[src/rtl/fp_sum_sq_acc.sv]
// rtl/fp_sum_sq_acc.sv - streaming sum-of-squares accumulator feeding the inverse-square-root stage
module fp_sum_sq_acc #(
  parameter int VEC_LEN = 3,
  parameter int CNT_W   = 4
) (
  input  logic        clk,
  input  logic        rst,
  input  logic [31:0] in_data,
  input  logic        in_valid,
  output logic        in_ready,
  output logic [31:0] out_data,
  output logic        out_valid,
  input  logic        out_ready,
  output logic        out_zero,
  output logic        out_special
);

  typedef enum logic [2:0] {S_IDLE, S_MUL, S_ADD, S_WB, S_OUT} state_t;

  localparam logic [CNT_W-1:0] LAST = CNT_W'(VEC_LEN - 1);

  state_t           state_q, state_d;
  logic [31:0]      op_q, op_d;
  logic [31:0]      sq_q, sq_d;
  logic [31:0]      sum_q, sum_d;
  logic [31:0]      acc_q, acc_d;
  logic [CNT_W-1:0] count_q, count_d;
  logic             special_q, special_d;

  // Single-precision multiply, denormals flushed to zero, round to nearest even.
  function automatic logic [31:0] fp_mul(input logic [31:0] a, input logic [31:0] b);
    logic               s;
    logic [7:0]         ea, eb;
    logic               a_nan, b_nan, a_inf, b_inf, a_zero, b_zero;
    logic [47:0]        p;
    logic signed [9:0]  e;
    logic [22:0]        m;
    logic               g, st;
    logic [30:0]        r;
    logic [31:0]        res;
    s      = a[31] ^ b[31];
    ea     = a[30:23];
    eb     = b[30:23];
    a_nan  = (ea == 8'hFF) && (a[22:0] != 23'd0);
    b_nan  = (eb == 8'hFF) && (b[22:0] != 23'd0);
    a_inf  = (ea == 8'hFF) && (a[22:0] == 23'd0);
    b_inf  = (eb == 8'hFF) && (b[22:0] == 23'd0);
    a_zero = (ea == 8'd0);
    b_zero = (eb == 8'd0);
    p = {24'd0, 1'b1, a[22:0]} * {24'd0, 1'b1, b[22:0]};
    e = $signed({2'b00, ea}) + $signed({2'b00, eb}) - 10'sd127;
    if (p[47]) begin
      m  = p[46:24];
      g  = p[23];
      st = |p[22:0];
      e  = e + 10'sd1;
    end else begin
      m  = p[45:23];
      g  = p[22];
      st = |p[21:0];
    end
    // A rounding carry out of the mantissa ripples into the exponent, reaching Inf cleanly.
    r = {e[7:0], m} + {30'd0, g & (st | m[0])};
    if (a_nan || b_nan || (a_inf && b_zero) || (b_inf && a_zero)) res = 32'h7FC00000;
    else if (a_inf || b_inf)                                      res = {s, 8'hFF, 23'd0};
    else if (a_zero || b_zero)                                    res = {s, 31'd0};
    else if (e >= 10'sd255)                                       res = {s, 8'hFF, 23'd0};
    else if (e <= 10'sd0)                                         res = {s, 31'd0};
    else                                                          res = {s, r};
    return res;
  endfunction

  // Magnitude add: both operands are squares, so only non-negative values (or NaN) arrive.
  function automatic logic [30:0] fp_add(input logic [30:0] x, input logic [30:0] y);
    logic [30:0] a, b;
    logic [7:0]  ea, eb, d, er;
    logic [23:0] ma, mb;
    logic [24:0] s;
    logic [22:0] mr;
    logic [30:0] res;
    if (y > x) begin a = y; b = x; end
    else       begin a = x; b = y; end
    ea = a[30:23];
    eb = b[30:23];
    d  = ea - eb;
    ma = {1'b1, a[22:0]};
    mb = {1'b1, b[22:0]} >> d;
    s  = {1'b0, ma} + {1'b0, mb};
    if (s[24]) begin er = ea + 8'd1; mr = s[23:1]; end
    else       begin er = ea;        mr = s[22:0]; end
    if (ea == 8'hFF)      res = (a[22:0] != 23'd0) ? 31'h7FC00000 : 31'h7F800000;
    else if (eb == 8'd0)  res = a;
    else if (er == 8'hFF) res = 31'h7F800000;
    else                  res = {er, mr};
    return res;
  endfunction

  // Next-state and datapath: multiplier and adder see only registered operands.
  always_comb begin
    state_d   = state_q;
    op_d      = op_q;
    sq_d      = sq_q;
    sum_d     = sum_q;
    acc_d     = acc_q;
    count_d   = count_q;
    special_d = special_q;
    case (state_q)
      S_IDLE: begin
        if (in_valid) begin
          op_d      = in_data;
          special_d = special_q | (in_data[30:23] == 8'hFF);
          state_d   = S_MUL;
        end
      end
      S_MUL: begin
        sq_d    = fp_mul(op_q, op_q);
        state_d = S_ADD;
      end
      S_ADD: begin
        sum_d   = {1'b0, fp_add(acc_q[30:0], sq_q[30:0])};
        state_d = S_WB;
      end
      S_WB: begin
        acc_d = (count_q == '0) ? sq_q : sum_q;
        if (count_q == LAST) begin
          state_d = S_OUT;
        end else begin
          count_d = count_q + CNT_W'(1);
          state_d = S_IDLE;
        end
      end
      S_OUT: begin
        if (out_ready) begin
          acc_d     = 32'd0;
          count_d   = '0;
          special_d = 1'b0;
          state_d   = S_IDLE;
        end
      end
      default: state_d = S_IDLE;
    endcase
  end

  // State registers; reset discards any partial vector.
  always_ff @(posedge clk) begin
    if (rst) begin
      state_q   <= S_IDLE;
      op_q      <= 32'd0;
      sq_q      <= 32'd0;
      sum_q     <= 32'd0;
      acc_q     <= 32'd0;
      count_q   <= '0;
      special_q <= 1'b0;
    end else begin
      state_q   <= state_d;
      op_q      <= op_d;
      sq_q      <= sq_d;
      sum_q     <= sum_d;
      acc_q     <= acc_d;
      count_q   <= count_d;
      special_q <= special_d;
    end
  end

  assign in_ready    = (state_q == S_IDLE);
  assign out_valid   = (state_q == S_OUT);
  assign out_data    = acc_q;
  assign out_zero    = out_valid & (acc_q[30:23] == 8'd0);
  assign out_special = out_valid & (special_q | (acc_q[30:23] == 8'hFF));

endmodule
[config.mk]
export PLATFORM = sky130hd
export DESIGN_NAME = fp_sum_sq_acc
export DESIGN_NICKNAME = d
export VERILOG_FILES = /design/src/rtl/fp_sum_sq_acc.sv
export SDC_FILE = /design/constraint.sdc
export NUM_CORES = 2
export LEC_CHECK = 0
export ABC_AREA = 1
export ABC_CLOCK_PERIOD_IN_PS = 9500
export BUFFER_PORTS_ARGS = -buffer_cell sky130_fd_sc_hd__buf_2
export CAP_MARGIN = 10
export CORE_MARGIN = 2
export CORE_UTILIZATION = 50
export CTS_BUF_LIST = sky130_fd_sc_hd__clkbuf_16
export CTS_CLUSTER_SIZE = 30
export DETAILED_ROUTE_END_ITERATION = 7
export GPL_TIMING_DRIVEN = 0
export PLACE_DENSITY_LB_ADDON = 0.25
export SLEW_MARGIN = 20
export SYNTH_ARGS = -nofsm -noshare
export SYNTH_HDL_FRONTEND = slang
export SYNTH_SLANG_ARGS = --single-unit
export TNS_END_PERCENT = 1
[constraint.sdc]
create_clock -name clk -period 9.5 [get_ports clk]
set_input_delay 1.9 -clock clk [delete_from_list [all_inputs] [get_ports clk]]
set_output_delay 1.9 -clock clk [all_outputs]
set_load 0.005 [all_outputs]
### Word-level counts from Yosys, hierarchy flattened

Cells that the tools add are included.

| cells by class | value |
|---|---|
| multiplexer cells | 37 |
| $lt $le $gt $ge | 3 |
| shifts and indexed selects | 1 |
| equality and inequality tests | 13 |
| add/subtract/negate cells | 8 |
| reduce and logical (&&, ||, !) cells | 22 |
| $mul | 1 |
| bitwise gates (word level) | 6 |

Operators with widths:

| cell | number |
|---|---|
| 2-to-1 mux 31 bit | 12 |
| 2-to-1 mux 23 bit | 4 |
| 2-to-1 mux 32 bit | 2 |
| one-hot mux 32 bit (2 select lines) | 1 |
| multiplier 24 x 24 -> 48 bit | 1 |
| nonzero test 23 bit | 2 |
| equality test 8 bit (second input constant) | 5 |
| adder 31 x 1 -> 31 bit | 1 |
| greater-than comparator 31 bit | 1 |
| adder 24 x 24 -> 25 bit | 1 |
| logical NOT 8 bit | 3 |
| >> shifter 24 x 8 -> 24 bit | 1 |
| logical NOT 23 bit | 1 |
| OR reduction 23 bit | 1 |
| OR reduction 22 bit | 1 |
| 2-to-1 mux 10 bit | 2 |
| 2-to-1 mux 8 bit | 2 |
| one-hot mux 3 bit (5 select lines) | 1 |
| adder 10 x 2 -> 10 bit (second input constant) | 1 |
| >= comparator 10 x 9 -> 1 bit (second input constant) | 1 |
| less-or-equal comparator 10 x 1 -> 1 bit (second input constant) | 1 |
| subtractor 9 x 7 -> 10 bit (second input constant) | 1 |
| adder 8 x 8 -> 9 bit | 1 |
| 2-to-1 mux 3 bit | 3 |
| 22 further kinds | 41 |

| word-level totals | value |
|---|---|
| output and inout bits | 36 |
| flip-flop bits (word level) | 134 |
| input bits | 36 |

### Longest topological paths before layout

| depth | value |
|---|---|
| word-level depth | 12 |
| depth in mapped cells | 60 |
| gate-level depth less buffers | 57 |

### Worst setup path after synthesis

Ideal clock, no wire load.

| path | value |
|---|---|
| path kind | register to register |
| start | register op_q[14] |
| end | register sq_q[7] |
| stages on the path, launching flop included | 40 |
| slack | 1.647 ns |
| arrival time | 7.721 ns |
| required time | 9.368 ns |
| period minus slack after synthesis | 7.853 ns |
| cell sequence | dfxtp_1 clkbuf_1 nand2_1 fa_1 inv_1 fa_1 inv_1 fa_1 inv_1 fa_1 inv_1 fa_1 inv_1 fa_1 inv_1 fa_1 inv_1 ha_1 (+4 left out) nand2_1 nand3_1 nand2_1 nand2_1 inv_1 buf_2 buf_1 ha_1 nand2_1 nor4_1 nand4_1 nand2_1 nor2_1 nand2_2 inv_1 buf_2 nand3_1 a21oi_1 |

| between the ends | value |
|---|---|
| longest elaborated chain between the ends | 12 |

RTL lines:

| what | line | source |
|---|---|---|
| start, declared | 23 | `logic [31:0] op_q, op_d;` |
| start signal, assigned | 156 | `op_q <= op_d;` |
| multiplier 24 x 24 -> 48 bit | 50 | `p = {24'd0, 1'b1, a[22:0]} * {24'd0, 1'b1, b[22:0]};` |
| OR reduction 23 bit or OR reduction 22 bit (tied branches) | 55, 60 |  |
| 2-to-1 mux 1 bit | 52 | `if (p[47]) begin` |
| 2-to-1 mux 1 bit | 107 | `case (state_q)` |
| OR 1 bit | 63 | `r = {e[7:0], m} + {30'd0, g & (st \| m[0])};` |
| AND 1 bit | 63 |  |
| adder 31 x 1 -> 31 bit | 63 |  |
| 2-to-1 mux 31 bit | 68 | `else if (e <= 10'sd0) res = {s, 31'd0};` |
| 2-to-1 mux 31 bit | 67 | `else if (e >= 10'sd255) res = {s, 8'hFF, 23'd0};` |
| 2-to-1 mux 31 bit | 66 | `else if (a_zero \|\| b_zero) res = {s, 31'd0};` |
| 2-to-1 mux 31 bit | 65 | `else if (a_inf \|\| b_inf) res = {s, 8'hFF, 23'd0};` |
| 2-to-1 mux 31 bit (*) | 64 | `if (a_nan \|\| b_nan \|\| (a_inf && b_zero) \|\| (b_inf && a_zero)) res = 32'h7FC00000;` |
| end signal, assigned | 157 | `sq_q <= sq_d;` |
| end, declared | 24 | `logic [31:0] sq_q, sq_d;` |

Every way passes the cells marked *; elsewhere a longest branch is shown, timed or not. The select of a mux whose other input is x is not followed.
A chain may end at the register's enable or synchronous reset.

### Worst setup path after layout

| path | value |
|---|---|
| start | register op_q[12] |
| end | register sq_q[4] |

Same word-level chain as after synthesis.

==> results.toml <==
[outcome]
status = "finished, final reports clean"

[clock_network]
ctsHoldBuffers = 0
cts_tree = "yes"
cts_buffer_depth = 2
htree_levels = 4
clock_latency_ns = 0.46
cts.sinks = 132
cts_root_buffer = "clkbuf_16"
cts_buffers = 17
clk_pin_slew_ns = 0.07

[place]
placed_area_sq_um = 29280
gp_congestion = 0.9824
hpwlAfterDp_mm = 73.09
port_buffers = 69

[finish]
final_common_cell = "nand2_1"
postLayoutCoreUtil = 0.5434
syn_to_final_growth_pct = 7.176
layout_common_cells = "961 x nand2_1, 945 x inv_1, 424 x fa_1, 248 x a21oi_1, 241 x ha_1"
final_area_sq_um = 29990
final_net_count = 4741
drive_gt1_frac = 0.05848
n_antenna_cell = 0

[route]
vias = 25420
post_drt_wl_per_cell_um = 18.05
drt_iter0_drc = 2198
wl_mm = 86.67
drc_errors = 0
viasPerCell = 5.295
final_antenna_net_count = 0
first_pass_iters = 6

[worst_setup_path]
crit_family = "adder cells"
crit_fanout = 10
setup.worst_path.class = "flop to flop"
setup.worst_path.end_class = "flop"
start_kind = "flop"
path_common_cell = "inv_1"
cp.required_ns = 9.89
arrival_ns = 9.30
critPathMaxStageDelay_ns = 0.55
crit_buf_inv = 12
critPathSlowestCell = "fa_1"

[floorplan]
die_height_um = 240.6
die_w_um = 240.6
ios = 72
die-area_sq_um = 57880
start_util = 0.5070
row_count = 86
core_sq_um = 55200

[synthesis]
yosys_warnings = 0
ys_ff_latch = 132
seq_area_frac_synth = 0.09442
synth_nets = 4654
netlist_area_sq_um = 27990
avgSynthCellArea_sq_um = 7.080
synth_ff_type = "dfxtp_1"
synth_edf_count = 0
synthCells = 3953
synth-async-reset-ratio = 0
synth.distinct_cells = 59

[timing]
period_needed_ns = 8.911
tns_ns = 0
drv_slew = 0
clock.fmax_mhz = 112.2
max_slew_margin = 0.3217
fin_worst_skew_ns = 0.01155
tightest_slew_ns = 1.007
setup_viol = 0
period_share = 0.9380
fin_hold_ws_ns = 0.4680
hold_violations = 0
grt_setup_unrepaired = "false"

[pwr]
total_power_mw = 6.580
power_leakage_nw = 16.50
p_per_area_nw_per_um2 = 219.4
irDropWorstVdd_mv = 0.2357

[global_routing]
antenna_found_initial = 0
grt_pass1_vias = 24720
grt_max_degree = 20
track_usage = 0.3113
grt.overflow.total = 0
grt_pass1_wl_mm = 136.6

[flow_run]
cap_viol_max_count = 0

[hold_path]
hold_path_class = "flop to flop"
[timing repair]
action,4_1_cts,5_1_grt
pin swaps,0,1
buffers inserted,0,1
resized for setup,33,88
cloned,0,0
endpoints found under the setup margin,31,54
[final timing paths]
kind	from	to	slack (ns)	depth (start not counted)
worst max-delay path	op_q[12]$_SDFFE_PP0P_	sq_q[4]$_SDFFE_PP0P_	0.59	38
worst min-delay path	sum_q[9]$_SDFFE_PP0P_	sum_q[9]$_SDFFE_PP0P_	0.47	2
worst max register to register	op_q[12]$_SDFFE_PP0P_	sq_q[4]$_SDFFE_PP0P_	0.59	38
worst min register to register	sum_q[9]$_SDFFE_PP0P_	sum_q[9]$_SDFFE_PP0P_	0.47	2
[kinds of logic after synthesis]
logic type      share of synthesized area
xor+xnor                          0.02906
other cells                     0.0001340
mux                              0.002504
buf+inv                            0.1493
compound gates                     0.1093
flops                             0.09442
fa+ha+maj                          0.4111
simple gates                       0.2042
[sequential cells by signal, summed over array words and instances, names as in the netlist]
register,flops
op_q,31
out_data,31
sq_q,31
sum_q,31
count_q,4
state_q,3
special_q,1
[Yosys cell counts (11+ instances only)]
master      n  area, sq um
dfxtp_1   132         2643
nor4_1     17        106.4
xor2_1     57        499.2
a31oi_1    14        87.58
xnor2_1    34        297.8
nor2_1    224        840.8
o211ai_1   39        292.8
a21oi_1   249         1246
inv_1     946         3551
nand2_1   962         3611
nor3_1     29        145.1
nand3_1   101        505.5
ha_1      241         3015
nand4_1    27        168.9
clkbuf_1  117        439.2
fa_1      424         8488
buf_2      12        60.06
o21ai_0   192        960.9
nand2_2    11        68.82
[worst min-delay path: cells and delay by family (launching register included)]
family,cells,cell delay (ns)
AOI/OAI and AO/OA,1,0.05
DFF,1,0.31
and+or+nand+nor,1,0.06
[layout make-up]
cell class	instances	area (sq um)
fillers	5534	25210
multi-input cells	2724	21200
inverters	958	3600
flip-flops and latches	132	2671
well taps	748	935.9
plain buffers	136	649.4
clock buffers	17	425.4
repair buffers	71	360.3
clock inverters	15	150.1
[stage by stage]
stage	setup slack, ns	std cells
after floorplan	1.647	3953
after global placement	-0.4936	4770
after detailed placement	-0.5037	4771
after CTS	0.09339	4802
after global routing	0.01606	4801
final	0.5895	4801
[power by group]
| group | switching (mW) | internal [mW] | leakage, nW |
|---|---|---|---|
| combinational | 3.51 | 1.72 | 15.2 |
| sequential | 0.0713 | 0.601 | 1.08 |
| clock | 0.308 | 0.366 | 0.271 |
| total | 3.89 | 2.69 | 16.5 |
[routing by layer]
layer / share of wire / global-route usage / routed length (um) / vias to the layer above
met5: 0 / 0 / 0 / -
met4: 0.031 / 0.09543 / 2713 / 0
met3: 0.085 / 0.04953 / 7360 / 162
met2: 0.43 / 0.4814 / 37680 / 1036
met1: 0.45 / 0.4484 / 38920 / 12040
li1: - / - / - / 12190
(Power assumes the default switching activity.)
